==> config.mk <==
export PLATFORM = sky130hd
export DESIGN_NAME = ring_decoder
export DESIGN_NICKNAME = d
export VERILOG_FILES = /design/src/rtl/ring_decoder_pkg.sv /design/src/rtl/ring_decoder_onehot_idx.sv /design/src/rtl/ring_decoder.sv
export SDC_FILE = /design/constraint.sdc
export NUM_CORES = 1
export LEC_CHECK = 0
export CAP_MARGIN = 20
export CORE_MARGIN = 8
export CORE_UTILIZATION = 50
export CTS_CLUSTER_DIAMETER = 30
export CTS_CLUSTER_SIZE = 20
export DETAILED_ROUTE_END_ITERATION = 10
export PLACE_DENSITY = 0.75
export SLEW_MARGIN = 30
export SYNTH_ARGS = -nofsm -noshare
export SYNTH_HDL_FRONTEND = slang
export SYNTH_HIERARCHICAL = 1
export SYNTH_SLANG_ARGS = --single-unit
export TNS_END_PERCENT = 1
==> constraint.sdc <==
create_clock -name clk -period 1.7 [get_ports clk]
set_input_delay 0.255 -clock clk [delete_from_list [all_inputs] [get_ports clk]]
set_output_delay 0.255 -clock clk [all_outputs]
set_load 0.01 [all_outputs]
==> src/rtl/ring_decoder_pkg.sv <==
`default_nettype none
// ============================================================================
//  Module   : ring_decoder_pkg
//  Purpose  : Definitions shared by the ring-code sources and ring_decoder:
//             the decoder FSM state encoding, the default ring width, the
//             rotation-direction encoding and a counter sizing helper.
//  Ports    : none (package)
//  Revision : 1.0 - initial release
// ============================================================================
package ring_decoder_pkg;

  // Decoder FSM states. The encoding is shared with the ring-code sources.
  typedef enum logic {
    ST_HUNT = 1'b0,
    ST_LOCK = 1'b1
  } state_t;

  // Rotation direction: forward is a left rotate, reverse is a right rotate.
  typedef enum logic {
    DIR_FWD = 1'b0,
    DIR_REV = 1'b1
  } dir_t;

  // Default ring length in bits.
  localparam int RING_W_DEF = 4;

  // Bits needed to hold values 0..lock_cnt inclusive.
  function automatic int run_width(input int lock_cnt);
    return (lock_cnt < 1) ? 1 : $clog2(lock_cnt + 1);
  endfunction

endpackage
`default_nettype wire

==> src/rtl/ring_decoder_onehot_idx.sv <==
`default_nettype none
// ============================================================================
//  Module   : ring_onehot_idx
//  Purpose  : Purely combinational one-hot checker and binary encoder.
//  Ports    : code      [WIDTH-1:0] in  - ring code to examine
//             idx       [IW-1:0]    out - index of the set bit (valid only
//                                         when is_onehot is 1)
//             is_onehot             out - exactly one bit of code is set
//  Revision : 1.0 - initial release
// ============================================================================
module ring_onehot_idx
  import ring_decoder_pkg::*;
#(
  parameter  int WIDTH = RING_W_DEF,
  localparam int IW    = $clog2(WIDTH)
) (
  input  logic [WIDTH-1:0] code,
  output logic [IW-1:0]    idx,
  output logic             is_onehot
);

  // OR-ing the indices of all set bits gives the exact index for a one-hot
  // code; for any other code the result is don't-care and is_onehot is 0.
  always_comb begin
    idx = '0;
    for (int k = 0; k < WIDTH; k++) begin
      if (code[k]) begin
        idx = idx | IW'(k);
      end
    end
  end

  // Non-zero with no second bit set: clearing the lowest set bit leaves zero.
  assign is_onehot = (code != '0) && ((code & (code - WIDTH'(1))) == '0);

endmodule
`default_nettype wire

==> src/rtl/ring_decoder.sv <==
`default_nettype none
// ============================================================================
//  Module   : ring_decoder
//  Purpose  : Samples a one-hot ring code, converts it to a binary index,
//             checks that it is legal and advances in rotation order, locks
//             after LOCK_CNT consecutive correct successions and counts full
//             revolutions while locked. All outputs are registered with one
//             clock of latency from the sampling edge.
//  Ports    : clk          in  - system clock, rising edge
//             rst          in  - asynchronous reset, active low
//             in_valid     in  - ring_in is sampled when 1
//             ring_in      in  - one-hot ring code [WIDTH-1:0]
//             idx_out      out - index of the last legal sample [IW-1:0]
//             idx_valid    out - pulse: idx_out updated this cycle
//             locked       out - level: FSM in LOCK
//             err_illegal  out - pulse: sample was not one-hot
//             err_seq      out - pulse: legal but out-of-order sample in LOCK
//             lap_cnt      out - completed revolutions, wraps [LAP_W-1:0]
//             lap_pulse    out - pulse on each revolution
//             dir          out - lock direction, 0 fwd / 1 rev
//                                (only with RING_DIR_DETECT_EN)
//  Options  : `define RING_DIR_DETECT_EN to accept rotation in either
//             direction; the direction of the acquiring run is locked in.
//  Revision : 1.0 - initial release
// ============================================================================
module ring_decoder
  import ring_decoder_pkg::*;
#(
  parameter  int WIDTH    = RING_W_DEF,
  parameter  int LOCK_CNT = 3,
  parameter  int LAP_W    = 8,
  localparam int IW       = $clog2(WIDTH)
) (
  input  logic             clk,
  input  logic             rst,
  input  logic             in_valid,
  input  logic [WIDTH-1:0] ring_in,
  output logic [IW-1:0]    idx_out,
  output logic             idx_valid,
  output logic             locked,
  output logic             err_illegal,
  output logic             err_seq,
  output logic [LAP_W-1:0] lap_cnt,
  output logic             lap_pulse
`ifdef RING_DIR_DETECT_EN
  ,
  output logic             dir
`endif
);

  localparam int            RW         = run_width(LOCK_CNT);
  localparam logic [RW-1:0] RUN_TARGET = RW'(LOCK_CNT);

  state_t           state;
  logic [WIDTH-1:0] prev;
  logic             prev_ok;
  logic [RW-1:0]    run;

  logic [IW-1:0]    idx;
  logic             is_onehot;

  ring_onehot_idx #(
    .WIDTH (WIDTH)
  ) u_onehot_idx (
    .code      (ring_in),
    .idx       (idx),
    .is_onehot (is_onehot)
  );

  // A legal successor can only be recognised once a legal previous sample
  // exists, so every step qualifier includes prev_ok.
  logic [WIDTH-1:0] succ_fwd;
  logic             step_fwd;
  assign succ_fwd = {prev[WIDTH-2:0], prev[WIDTH-1]};
  assign step_fwd = prev_ok && (ring_in == succ_fwd);

  logic             hunt_step;  // sample extends the acquisition run
  logic [RW-1:0]    run_next;   // run length including this sample
  logic             lock_ok;    // sample is the expected successor in LOCK
  logic             lap_hit;    // that successor completes a revolution

`ifdef RING_DIR_DETECT_EN
  logic [WIDTH-1:0] succ_rev;
  logic             step_rev;
  dir_t             cand;
  dir_t             step_dir;

  assign succ_rev = {prev[0], prev[WIDTH-1:1]};
  assign step_rev = prev_ok && (ring_in == succ_rev);

  always_comb begin
    hunt_step = step_fwd | step_rev;
    // With WIDTH = 2 both directions match; keep the candidate so the run
    // keeps growing instead of restarting.
    if (step_fwd && step_rev) begin
      step_dir = cand;
    end else if (step_rev) begin
      step_dir = DIR_REV;
    end else begin
      step_dir = DIR_FWD;
    end
    // A step against the current candidate restarts the run at one.
    if ((run != '0) && (step_dir != cand)) begin
      run_next = RW'(1);
    end else begin
      run_next = run + RW'(1);
    end
    lock_ok = (dir == DIR_REV) ? step_rev : step_fwd;
    // Reverse laps close on the 0 -> WIDTH-1 step, forward on WIDTH-1 -> 0.
    lap_hit = (dir == DIR_REV) ? (idx == IW'(WIDTH - 1)) : (idx == '0);
  end
`else
  always_comb begin
    hunt_step = step_fwd;
    run_next  = run + RW'(1);
    lock_ok   = step_fwd;
    // The forward successor lands on index 0 only when leaving WIDTH-1.
    lap_hit   = (idx == '0);
  end
`endif

  always_ff @(posedge clk or negedge rst) begin
    if (!rst) begin
      state       <= ST_HUNT;
      prev        <= '0;
      prev_ok     <= 1'b0;
      run         <= '0;
      idx_out     <= '0;
      idx_valid   <= 1'b0;
      locked      <= 1'b0;
      err_illegal <= 1'b0;
      err_seq     <= 1'b0;
      lap_cnt     <= '0;
      lap_pulse   <= 1'b0;
`ifdef RING_DIR_DETECT_EN
      cand        <= DIR_FWD;
      dir         <= 1'b0;
`endif
    end else begin
      idx_valid   <= 1'b0;
      err_illegal <= 1'b0;
      err_seq     <= 1'b0;
      lap_pulse   <= 1'b0;

      if (in_valid) begin
        if (!is_onehot) begin
          // idx_out and prev are left alone; only the succession history
          // is discarded.
          err_illegal <= 1'b1;
          state       <= ST_HUNT;
          locked      <= 1'b0;
          prev_ok     <= 1'b0;
          run         <= '0;
        end else begin
          idx_valid <= 1'b1;
          idx_out   <= idx;
          prev      <= ring_in;
          prev_ok   <= 1'b1;

          case (state)
            ST_HUNT: begin
              if (hunt_step) begin
                if (run_next == RUN_TARGET) begin
                  // The locking step never counts as a lap.
                  state  <= ST_LOCK;
                  locked <= 1'b1;
                  run    <= '0;
`ifdef RING_DIR_DETECT_EN
                  dir    <= step_dir;
`endif
                end else begin
                  run <= run_next;
                end
`ifdef RING_DIR_DETECT_EN
                cand <= step_dir;
`endif
              end else begin
                run <= '0;
              end
            end
            ST_LOCK: begin
              if (lock_ok) begin
                if (lap_hit) begin
                  lap_cnt   <= lap_cnt + LAP_W'(1);
                  lap_pulse <= 1'b1;
                end
              end else begin
                // prev already takes this sample above, so re-acquisition
                // starts from it.
                err_seq <= 1'b1;
                state   <= ST_HUNT;
                locked  <= 1'b0;
                run     <= '0;
              end
            end
            default: begin
              state  <= ST_HUNT;
              locked <= 1'b0;
              run    <= '0;
            end
          endcase
        end
      end
    end
  end

endmodule
`default_nettype wire

# After elaboration in Yosys (flattened, before gate mapping)
# Cells that the tools add are included.
# op_classes
n_addsub,3
n_eq_ne,5
n_mux,31
bitwise,2
reduce_logical,9
# op_table
op,count
2-to-1 mux 1 bit,22
2-to-1 mux 2 bit,6
inequality test 3 bit (second input constant),3
adder 8 x 1 -> 8 bit (second input constant),1
AND reduction 5 bit,1
bitwise AND 4 bit,1
== test 4 bit,1
zero test 4 bit,1
one-hot mux 1 bit (2 select lines),2
one-hot mux 2 bit (2 select lines),1
AND reduction 2 bit,2
AND reduction 4 bit,1
nonzero test 4 bit,1
subtractor 4 x 1 -> 4 bit (second input constant),1
adder 2 x 1 -> 2 bit (second input constant),1
== test 2 bit (second input constant),1
logical AND 1 bit,2
zero test 2 bit,1
NOT 1 bit,1
# word_totals
register_bits,23
out_inout_bits,15
wordCells,61

# Longest topological paths before layout
# Gate-level depths: netlist (run 1).
# logic_depth
ltp_word,9
mapped_depth,6
depth_no_buf,6

# Hierarchy
# The synthesis (run 1) kept the hierarchy.
# modules_own_cells
mod,n_inst,cells_each,area_per_inst_um2,seq_area_each_um2
ring_decoder,1,86,1104.8,575.6
ring_onehot_idx,1,6,50.0,0.0

# Least setup slack after synthesis (run 1)
# No wires, ideal clock.
# synth_path
path_type,in2reg
start,input port ring_in[1]
end,register lap_cnt[6]
setup_time_ns,0.079
arrival_time_ns,1.897
setup_slack_ns,-0.276
stages,6
path_buffers,0
cell_sequence,or4b_1 o311ai_1 nand3_2 nand4bb_4 nor4_4 xor2_1
# synth_between
elab_chain_cells,5
# synth_lines
element,line_no,rtl
start: declaration,ring_decoder.sv:37,"input logic [WIDTH-1:0] ring_in,"
subtractor 4 x 1 -> 4 bit,ring_decoder_onehot_idx.sv:34,assign is_onehot = (code != '0) && ((code & (code - WIDTH'(1))) == '0);
bitwise AND 4 bit,ring_decoder_onehot_idx.sv:34,
zero test 4 bit,ring_decoder_onehot_idx.sv:34,
logical AND 1 bit (*),ring_decoder_onehot_idx.sv:34,
named net is_onehot,ring_decoder.sv:60,logic is_onehot;
AND reduction 5 bit (no source line) (*),n/a,
end signal: assignment,ring_decoder.sv:184,lap_cnt <= lap_cnt + LAP_W'(1);
end: declaration,ring_decoder.sv:43,"output logic [LAP_W-1:0] lap_cnt,"
# Mark *: on every way through the listed nets, which the timed path passes. The rest lies on a longest branch.
# A chain may end at the register's enable or synchronous reset.

# Worst setup path after layout (run 1)
# layout_path
start,input port ring_in[3]
end,register lap_cnt[1]
# The elaborated chain is that of the path after synthesis.

==> results.toml, run 1 <==
[outcome]
status = "finished clean"

[sta]
finalHoldViolCount = 0
setup_violations = 0
clock_skew_ps = 0.988
holdWs_ps = 227
rsz0062_at_grt = "yes"
max_slew_margin = 0.797
layout_min_cycle_time_ps = 1660
slew_viol_final = 0
fmax_mhz = 604
worst_slew_pin_slew_ps = 303
period_share = 0.974

[die]
num_rows = 17
fp.dieW_um = 64.1
core_sq_mm = 0.00219
boundaryPins = 22
die-area_sq_mm = 0.00410
die_h_um = 64.1
initial_core_util = 0.527

[cts]
cts_buffers = 3
clk_latency_ps = 300
clk_path_buf_depth = 2
cts-htree-levels = 1
clock_sinks = 23
tritoncts = "built"
root_buffer = "clkbuf_4"
cts.clk_slew.worst_paths_ps = 120

[detailed_routing]
wl_per_cell_um = 14.3
wl_mm = 2.24
first_pass_iters = 4
vias_per_cell = 5.22
ant_nets = 0
drcViolationCount = 0
routed-via-count = 820
first_iter_violations = 27

[worst_setup_path]
arrival_ps = 1860
cpPeakStageDelay_ps = 540
crit_family = "simple AND/OR/NAND/NOR gates"
crit_slowest_cell = "or4b_4"
path_cells = "buf_2 -> or4b_4 -> o311ai_4 -> nand3_2 -> buf_4 -> nor4b_4 -> mux2_4"
criticalPathCategory = "input port to flop"
critPathMaxFanout = 3
reg2reg_slack_ps = 200
cp-end-kind = "flop"
required_ps = 1900
rr_startpoint = "prev[0]"
crit_start = "ring_in[3]"
crit_buf_inv = 2
worst_setup_path_start_kind = "input port"

[synthesis]
synth_cell_types = 33
yosysMostFrequentCell = "dfrtp_1"
synth_top_area_frac = 0.498
async_reset_ff_frac = 1.00
ys.flop_type = "dfrtp_1"
seq_area_frac_synth = 0.498
syn_nets = 100
ys_ff_latch = 23
ys_warn_count = 6
netlist_area_sq_mm = 0.00115
syn_area_per_cell_sq_um = 12.6
netlist_instances = 92
synth-edff-count = 0
synthTopCellsByCount = "dfrtp_1, inv_1, mux2_2, xor2_1, xnor2_1"
synth_top_cell_by_area = "dfrtp_1"
synth_area_leaders = "dfrtp_1, mux2_2, xor2_1, xnor2_1, nor3_2"

[hold_path]
worstHoldPathType = "input port to flop"
hold_start = "ring_in[0]"

[power_and_ir_drop]
clock_power_share = 0.218
swShare = 0.271
p_leak_nw = 0.719
comb_power_share = 0.232
irDropWorstVdd_mv = 0.598
switchingPower_w = 0.000304
internal-power_w = 0.000818
p_seq_frac = 0.549
finalPower_w = 0.00112
powerDensity_mw_per_mm2 = 728

[global_route]
grt_pass1_vias = 935
grt_usage = 0.120
grt_max_degree = 24
grt_antenna_before_repair = 0
grt-ovfl-total = 0
grt_pass1_wl_mm = 4.02

[placement]
hpwl_mm = 1.72
io_buffers = 21
dpl-instance-area_sq_mm = 0.00151
gp_congestion = 0.829
dp.cells = 152

[finish]
final_util = 0.704
nets = 138
final_cells = 157
drive_gt1_frac = 0.349
area_growth_pct = 33.5
multi_input_area_sq_um = 591
seq_area_sq_um = 576
final_area_sq_mm = 0.00154
num-fill-cells = 171
antennaDiodeCount = 0

[job]
max_cap_violations = 0
## cell type report
type | instances | area share
Sequential cell | 23 | 0.373
Inverter | 7 | 0.0170
Multi-Input combinational cell | 61 | 0.383
Clock buffer | 4 | 0.0170
Timing Repair Buffer | 34 | 0.187
Tap cell | 28 | 0.0227
## cell usage in the layout, fill, tap and decap left out, types with 4 or more instances in the layout
master           Yosys  final
buf_2                1      4
buf_4                0     13
clkdlybuf4s50_1      0     17
dfrtp_1             23     23
inv_1                7      7
mux2_2               6      6
nor2_1               4      4
nor3_2               3      4
xnor2_1              5      5
xor2_1               6      6
## sequential cells by signal, summed over array words and instances (netlist names)
signal and cells:
lap_cnt 8, err_illegal 1, prev_ok 1, locked 1, idx_out 2, prev 4
run 2, err_seq 1, state 1, lap_pulse 1, idx_valid 1
## final timing paths
check,end,depth (start not counted)
setup reg to reg,lap_cnt[6],5
hold / removal,prev[0],2
hold reg to reg,lap_cnt[7],1
max in group asynchronous,lap_cnt[1],2
min in group asynchronous,lap_cnt[3],2
setup / recovery,lap_cnt[1],7
## power groups by stage
stage / clock [W] / combinational [W] / sequential (W)
2_1_floorplan: 0 / 0.000136 / 0.000632
3_3_place_gp: 0 / 0.000257 / 0.000626
3_5_place_dp: 0 / 0.000263 / 0.000628
4_1_cts: 0.000256 / 0.000261 / 0.000617
5_1_grt: 0.000274 / 0.000286 / 0.000620
6_report: 0.000245 / 0.000261 / 0.000616
## metrics by stage
step,setup TNS (ps),setup WS (ps)
3_3_place_gp,-9160,-545
3_5_place_dp,-10780,-616
6_report,0,43.5
4_1_cts,0,12.8
5_1_grt,-13.1,-9.83
2_1_floorplan,-384,-104
## layer usage
layer,global-route usage,up-vias,part of all wire
met3,0.0418,2,0.060
met4,0.0529,0,0.0071
met2,0.211,16,0.53
li1,-,402,-
met1,0.126,400,0.40
met5,0,-,0
## repair_timing
action,in CTS,in global routing
pin swaps,7,3
hold buffers,0,0
buffers inserted,1,0
gates resized for setup,17,2
endpoints found under the setup margin,18,6
## worst reg2reg max path: cells and delay by family (launching register included)
kind / cells / cell delay, ps
buffers and inverters: 1 / 150
XOR/XNOR: 2 / 400
flip-flops: 1 / 430
AND/OR/NAND/NOR: 2 / 470
## cell families (layout without fill, tap and decap cells)
kind of cell / Yosys count / after routing / share of synthesized area
DFF: 23 / 23 / 0.498
AOI/OAI and AO/OA: 10 / 10 / 0.0704
buffers and inverters: 8 / 45 / 0.0271
muxes: 7 / 7 / 0.0683
xor gates and xnor gates: 12 / 12 / 0.0975
and+or+nand+nor: 31 / 31 / 0.228
adders and majority gates: 1 / 1 / 0.0108
No activity file was read; power rests on OpenSTA's default activity.
==> run 2: changes to the inputs <==
Settings changed: CORE_UTILIZATION 50 to 45, PLACE_DENSITY 0.75 to 0.71.
Clock period 1.7 ns to 1.5 ns, I/O delays scaled along.
==> results.toml, run 2 (synthesis results as in run 1) <==
[power_and_ir_drop]
p_leak_nw = 0.818
irDropWorstVdd_mv = 0.672
swShare = 0.265
switchingPower_w = 0.000337
internal-power_w = 0.000936
p_seq_frac = 0.548
comb_power_share = 0.242
clock_power_share = 0.210
powerDensity_mw_per_mm2 = 799

[placement]
hpwl_mm = 1.74
io_buffers = 21
dp.cells = 158
gp_congestion = 0.709

[detailed_routing]
wl_mm = 2.20
routed-via-count = 834
first_iter_violations = 21
wl_per_cell_um = 13.5
ant_nets = 0
drcViolationCount = 0
vias_per_cell = 5.12
first_pass_iters = 3

[sta]
clock_skew_ps = 5.42
slew_viol_final = 0
period_share = 1.09
tns_ps = -449
rsz0062_at_grt = "yes"
finalHoldViolCount = 0
fmax_mhz = 614
setup_violations = 8
layout_min_cycle_time_ps = 1630
max_slew_margin = 0.810
worst_slew_pin_slew_ps = 285
fin_ws_ps = -129

[worst_setup_path]
reg2reg_slack_ps = 10
r2r.worst_path.cells = 5
rr_startpoint = "prev[0]"
arrival_ps = 1810
worst_setup_path_start_kind = "input port"
required_ps = 1680
r2r-end = "lap_cnt[6]"
critPathMaxFanout = 3
cp-end-kind = "flop"
criticalPathCategory = "input port to flop"

[finish]
area_growth_pct = 37.9
final_common_cell = "dfrtp_1"
final_cells = 163
nets = 142
regMostFlops = "lap_cnt"
drive_gt1_frac = 0.376
top_regs = "lap_cnt (8), prev (4)"
num-fill-cells = 200
largest_reg_flops = 8
antennaDiodeCount = 0
layout_common_cells = "dfrtp_1, buf_4, clkdlybuf4s50_1"

[cts]
clock_sinks = 23
root_buffer = "clkbuf_4"
cts.clk_slew.worst_paths_ps = 120
tritoncts = "built"
clk_path_buf_depth = 2
cts-htree-levels = 1
cts_buffers = 3
clk_latency_ps = 290
cts_hold_buf = 0

[hold_path]
holdPathEnd = "prev[0]"
hold_start = "ring_in[0]"
worstHoldPathType = "input port to flop"
hold_path_depth = 2

[die]
num_rows = 18
initial_core_util = 0.470
fp.dieW_um = 66.7
die-area_sq_mm = 0.00444
core_sq_mm = 0.00245
die_h_um = 66.7
boundaryPins = 22

[global_route]
grt_pass1_vias = 871
grt_max_degree = 24
grt_antenna_before_repair = 0
grt_usage = 0.109
grt_pass1_wl_mm = 3.88
grt-ovfl-total = 0

[outcome]
status = "complete, but fails checks"
violations = "setup timing"

[job]
max_cap_violations = 0
==> run 2: worst max-delay path, cell delays in order <==
cell and delay [ps]:
buf_6 100, or4b_4 540, o311ai_4 100, nand3_2 120, buf_4 160, nor4b_4 230
mux2_1 340
==> run 2: routing by layer <==
| layer | GRT usage | wire, um | up-vias | part of all wire |
|---|---|---|---|---|
| li1 | - | - | 408 | - |
| met5 | 0 | 0 | - | 0 |
| met2 | 0.182 | 1080 | 16 | 0.49 |
| met3 | 0.0319 | 117 | 2 | 0.053 |
| met1 | 0.132 | 986 | 408 | 0.45 |
| met4 | 0.0320 | 15 | 0 | 0.0068 |
==> run 2: power groups by stage <==
stage,logic (W),registers [W],clock network (W)
3_3_place_gp,0.000297,0.000709,0
2_1_floorplan,0.000154,0.000716,0
6_report,0.000308,0.000698,0.000268
3_5_place_dp,0.000305,0.000711,0
4_1_cts,0.000308,0.000698,0.000284
5_1_grt,0.000336,0.000704,0.000319
==> run 2: worst max-delay path by stage <==
stage | start | to | slack, ps | cells past startpoint
global route | ring_in[3] | lap_cnt[1] | -190 | 7
floorplan | ring_in[1] | lap_cnt[1] | -270 | 5
finish | ring_in[3] | lap_cnt[1] | -130 | 7
detailed placement | ring_in[0] | lap_cnt[7] | -770 | 7
CTS | ring_in[3] | lap_cnt[6] | -120 | 7
global placement | ring_in[0] | lap_cnt[5] | -710 | 7
==> run 2: metrics by stage <==
step	cell area [sq um]	hold WS [ps]	setup slack [ps]	total power [W]	util
finish	1590	202	-129	0.00127	0.649
global route	1590	184	-185	0.00136	0.649
CTS	1580	194	-122	0.00129	0.642
detailed placement	1540	473	-771	0.00102	0.628
global placement	1540	472	-714	0.00101	0.628
floorplan	1180	-70.6	-274	0.000870	-
==> run 2: cell type report <==
type / count / area [sq um] / share of cell area
clock buffer: 4 / 26.3 / 0.0165
inverter: 7 / 26.3 / 0.0165
multi-input combinational: 61 / 596 / 0.374
sequential: 23 / 577 / 0.362
tap: 30 / 37.5 / 0.0236
timing repair buffer: 38 / 330 / 0.207
==> run 2: timing repair <==
| action | in CTS | in global routing |
|---|---|---|
| cloned | 0 | 0 |
| resized for setup | 27 | 5 |
| pin swaps | 9 | 1 |
| buffers inserted | 1 | 0 |
| setup endpoints to repair | 27 | 17 |
